===== src/rtl/mem_writeback_stage.sv =====
// Memory/writeback stage: registers ALU/PC results for the register file and runs
// a req/ack data-memory transaction (with timeout) for loads and stores.
module mem_writeback_stage #(
   parameter int DBITS          = 32,
   parameter int IDX_BITS       = 4,
   parameter int TIMEOUT_CYCLES = 16,
   parameter logic [1:0] SEL_ALU = 2'b00,
   parameter logic [1:0] SEL_MEM = 2'b01,
   parameter logic [1:0] SEL_PC  = 2'b10
) (
   input  logic                clk,
   input  logic                reset,
   input  logic [IDX_BITS-1:0] inWrtIndex,
   input  logic                inRegWrEn,
   input  logic [1:0]          inMulSel,
   input  logic [DBITS-1:0]    inAluOut,
   input  logic [DBITS-1:0]    inData2Out,
   input  logic [DBITS-1:0]    inPC,
   input  logic                inIsLoad,
   input  logic                inIsStore,
   output logic                memStall,
   output logic [DBITS-1:0]    memAddr,
   output logic [DBITS-1:0]    memWrData,
   output logic                memRd,
   output logic                memWr,
   input  logic [DBITS-1:0]    memRdData,
   input  logic                memAck,
   output logic                wbWrEn,
   output logic [IDX_BITS-1:0] wbIndex,
   output logic [DBITS-1:0]    wbData,
   output logic                busErr
);

   localparam int CW = (TIMEOUT_CYCLES > 1) ? $clog2(TIMEOUT_CYCLES + 1) : 1;

   typedef enum logic {IDLE, WAIT} state_t;

   typedef struct packed {
      logic [IDX_BITS-1:0] idx;
      logic                wr_en;
      logic                is_load;
   } pend_t;

   state_t          state;
   pend_t           pend;
   logic [CW-1:0]   cnt;
   logic            mem_op;
   logic            timeout_hit;
   logic [DBITS-1:0] sel_data;

   assign mem_op      = inIsLoad | inIsStore;
   assign timeout_hit = (cnt == CW'(TIMEOUT_CYCLES - 1));

   // Stall is combinational so the upstream register freezes in the issue cycle
   // and releases in the same cycle the ack (or timeout) arrives.
   always_comb begin
      memStall = 1'b0;
      if (!reset) begin
         case (state)
            IDLE:    memStall = mem_op;
            WAIT:    memStall = !memAck && !timeout_hit;
            default: memStall = 1'b0;
         endcase
      end
   end

   always_comb begin
      sel_data = '0;
      if (inMulSel == SEL_ALU)     sel_data = inAluOut;
      else if (inMulSel == SEL_PC) sel_data = inPC;
   end

   always_ff @(posedge clk or posedge reset) begin
      if (reset) begin
         state     <= IDLE;
         pend      <= '0;
         cnt       <= '0;
         memAddr   <= '0;
         memWrData <= '0;
         memRd     <= 1'b0;
         memWr     <= 1'b0;
         wbWrEn    <= 1'b0;
         wbIndex   <= '0;
         wbData    <= '0;
         busErr    <= 1'b0;
      end else begin
         case (state)
            IDLE: begin
               if (mem_op) begin
                  memAddr      <= inAluOut;
                  memWrData    <= inData2Out;
                  memWr        <= inIsStore;
                  memRd        <= !inIsStore;   // store wins when both flags are set
                  pend.idx     <= inWrtIndex;
                  pend.wr_en   <= inRegWrEn;
                  pend.is_load <= !inIsStore;
                  wbWrEn       <= 1'b0;
                  cnt          <= '0;
                  state        <= WAIT;
               end else begin
                  wbWrEn  <= inRegWrEn;
                  wbIndex <= inWrtIndex;
                  wbData  <= sel_data;
               end
            end
            WAIT: begin
               if (memAck) begin
                  memRd <= 1'b0;
                  memWr <= 1'b0;
                  state <= IDLE;
                  if (pend.is_load) begin
                     wbWrEn  <= pend.wr_en;
                     wbIndex <= pend.idx;
                     wbData  <= memRdData;
                  end else begin
                     wbWrEn <= 1'b0;
                  end
               end else if (timeout_hit) begin
                  memRd  <= 1'b0;
                  memWr  <= 1'b0;
                  busErr <= 1'b1;
                  wbWrEn <= 1'b0;
                  state  <= IDLE;
               end else begin
                  cnt <= cnt + CW'(1);
               end
            end
            default: state <= IDLE;
         endcase
      end
   end

endmodule


===== config.mk =====
export PLATFORM = sky130hd
export DESIGN_NAME = mem_writeback_stage
export DESIGN_NICKNAME = d
export VERILOG_FILES = /design/src/rtl/mem_writeback_stage.sv
export SDC_FILE = /design/constraint.sdc
export NUM_CORES = 1
export LEC_CHECK = 0
export CAP_MARGIN = 20
export CORE_MARGIN = 4
export CORE_UTILIZATION = 30
export DETAILED_ROUTE_END_ITERATION = 8
export PLACE_DENSITY = 0.75
export SYNTH_ARGS = -nofsm -noshare
export SYNTH_HDL_FRONTEND = slang
export SYNTH_SLANG_ARGS = --single-unit

===== constraint.sdc =====
create_clock -name clk -period 3.9 [get_ports clk]
set_clock_uncertainty 0.15 [all_clocks]
set_input_delay 0.78 -clock clk [delete_from_list [all_inputs] [get_ports clk]]
set_output_delay 0.78 -clock clk [all_outputs]
set_load 0.05 [all_outputs]

==> impl_metrics.yaml <==
final_layout:
  area_growth_pct: 65.7
  regArea_sq_um: 2900
  drive_gt1_frac: 0.108
  nets: 752
  antenna_cells: 0
  multi_input_area_sq_um: 1890
  fillers: 1403
timing:
  period_minus_slack_ns: 3.31
  setup_viol: 0
  slew_headroom: 0.334
  rsz0062_at_grt: "no"
  tightest_slew_ns: 0.999
  fin_crit_sh: 0.849
  clock.fmax_mhz: 302
  hold_violations: 0
  finalSetupTns_ns: 0
  slew_violations: 0
logic_synthesis:
  ys.flop_type: "dfrtp_1"
  synthTopCellsByArea: "dfrtp_1 59%, mux2_1 11%, mux2i_1 7.3%, a221o_1 6.3%, mux2_2 4.6%"
  async_flop_share: 1.00
  synth_edf_count: 0
  yosys.area.top_type: "dfrtp_1"
  syn_inst: 363
  yosysTopAreaCellShare: 0.588
  ys_seq_elements: 116
  syn_avg_cell_area_sq_um: 13.6
  synth-warning-count: 0
  ys_top_cells_by_count: "116 x dfrtp_1, 49 x mux2_1, 39 x nor2_1"
  syn_nets: 505
  netlist_area_sq_um: 4940
  ys_seq_area_frac: 0.588
  synth_most_common_cell: "dfrtp_1"
  synth_cell_types: 38
floorplan:
  coreArea_sq_um: 16000
  die_width_um: 136
  fp-row-count: 46
  die_h_um: 136
  die_area_sq_um: 18600
  initial_core_util: 0.309
  ios: 245
cts:
  clkTransAtPathRegs_ns: 0.05
  clk_latency_ns: 0.40
  ctsHoldBuffers: 0
  cts_setup_buffers: 0
  htreeDepth: 4
  cts.path.max_buffers: 2
  cts_root_buf: "clkbuf_16"
  cts_tree: "yes"
  post_cts_resized: 0
  cts_made_buffers: 17
  clock-sinks: 116
setup_path:
  crit_path_start_kind: "flop"
  crit_fanout: 6
  crit_type: "reg2out"
  arrival_ns: 2.38
  endpoint_kind: "output port"
  cp.required_ns: 2.97
power:
  total_power_mw: 6.78
  powerDensity_nw_per_um2: 829
  vdd_drop_max_mv: 0.371
  p_leak_nw: 3.46
global_routing:
  antenna_found_initial: 0
  grt_pass1_wl_mm: 24.0
  track_usage: 0.167
  grt_max_degree: 75
  grt_overflow: 0
  grt_pass1_vias: 4470
drt:
  viasPerCell: 4.78
  drc_errors: 0
  firstDrtPassIters: 4
  ant_nets: 0
  drtIter0Drc: 130
  drt_wl_total_mm: 15.5
  vias: 4002
  wl_per_cell_um: 18.5
outcome:
  status: "completed"
placed_design:
  portBuffers: 244
  finalWeightedCongestion: 0.785
  hpwl_mm: 11.9
flow_run:
  cap_violations: 0
min_path:
  hold_class: "reg2reg"
==> cells by family (layout without fill, tap and decap cells) <==
logic type                 Yosys count  after routing  share of synthesized area
AOI/OAI and AO/OA                   48             48                     0.0861
and+or+nand+nor                     63             63                     0.0590
muxes                              105            105                      0.230
buffers and inverters               29            288                     0.0317
DFF                                116            116                      0.588
adders and majority gates            2              2                    0.00507
==> worst max-delay path, stage by stage (launching register included) <==
cell	delay, ns
dfrtp_1	0.41
ha_1	0.23
and3_1	0.19
ha_1	0.22
or3b_4	0.42
and2_1	0.21
nor2_1	0.10
buf_4	0.20
==> stage by stage <==
step / setup WS (ns) / util / hold slack, ns / area [sq um] / std cells
floorplan: 0.743 / - / 0.287 / 4940 / 363
global placement: 0.683 / 0.475 / 0.311 / 7600 / 806
detailed placement: 0.676 / 0.476 / 0.322 / 7620 / 807
CTS: 0.563 / 0.511 / 0.334 / 8180 / 838
global route: 0.514 / 0.511 / 0.348 / 8180 / 838
finish: 0.589 / 0.511 / 0.336 / 8180 / 838
==> state kept, by name (all words and copies together), names as in the netlist <==
signal     flops
memWr          1
state          1
cnt            5
busErr         1
memRd          1
pend           6
wbData        32
wbWrEn         1
memWrData     32
memAddr       32
wbIndex        4
==> worst paths after layout <==
kind,startpoint,endpoint,slack (ns),cells past startpoint
hold / removal,memAddr[30],memAddr[30],0.34,1
hold reg to reg,memAddr[30],memAddr[30],0.34,1
min in group asynchronous,reset,pend[0],0.53,2
max in group asynchronous,reset,memAddr[0],2.45,3
setup / recovery,cnt[0],memStall,0.59,7
setup reg to reg,state,memAddr[0],1.56,3
==> per-layer routing <==
metal | vias up | global-route usage | share of wire
li1 | 1834 | - | -
met1 | 2002 | 0.187 | 0.39
met2 | 143 | 0.302 | 0.53
met3 | 23 | 0.0470 | 0.065
met4 | 0 | 0.0594 | 0.019
met5 | - | 0 | 0
==> layout make-up <==
cell class                      count  area share
Tap cell                          216      0.0330
Inverter                            5     0.00275
Timing Repair Buffer              252       0.309
Clock buffer                       21      0.0563
Clock inverter                     10      0.0131
Sequential cell                   116       0.355
Multi-Input combinational cell    218       0.231
==> power breakdown <==
group | total [mW] | switching [mW] | internal, mW | leakage [nW]
logic | 3.33 | 2.12 | 1.22 | 1.79
registers | 1.95 | 0.283 | 1.67 | 1.40
clock network | 1.50 | 0.534 | 0.964 | 0.274
==> cells in the final DEF (no fill, tap or decap), types with 2 or more instances in the layout <==
| master | Yosys | final |
|---|---|---|
| clkdlybuf4s50_1 | 0 | 242 |
| dfrtp_1 | 116 | 116 |
| mux2_1 | 49 | 49 |
| nor2_1 | 39 | 38 |
| mux2i_1 | 36 | 36 |
| a221o_1 | 31 | 31 |
| mux2_2 | 20 | 20 |
| clkbuf_16 | 0 | 17 |
| nand2_1 | 6 | 6 |
| buf_4 | 1 | 6 |
| clkinv_2 | 0 | 5 |
| o22ai_1 | 4 | 4 |
| clkinvlp_4 | 0 | 4 |
| nand3_1 | 3 | 3 |
| o21ai_1 | 3 | 3 |
| nor3_1 | 3 | 3 |
| inv_1 | 4 | 3 |
| and3_1 | 2 | 2 |
| or3_1 | 2 | 2 |
| a21oi_1 | 2 | 2 |
| ha_1 | 2 | 2 |
| bufinv_16 | 0 | 2 |
| clkbuf_8 | 0 | 2 |
| clkbuf_1 | 2 | 2 |
| buf_12 | 0 | 2 |
Power figures use the tool's default switching activity.
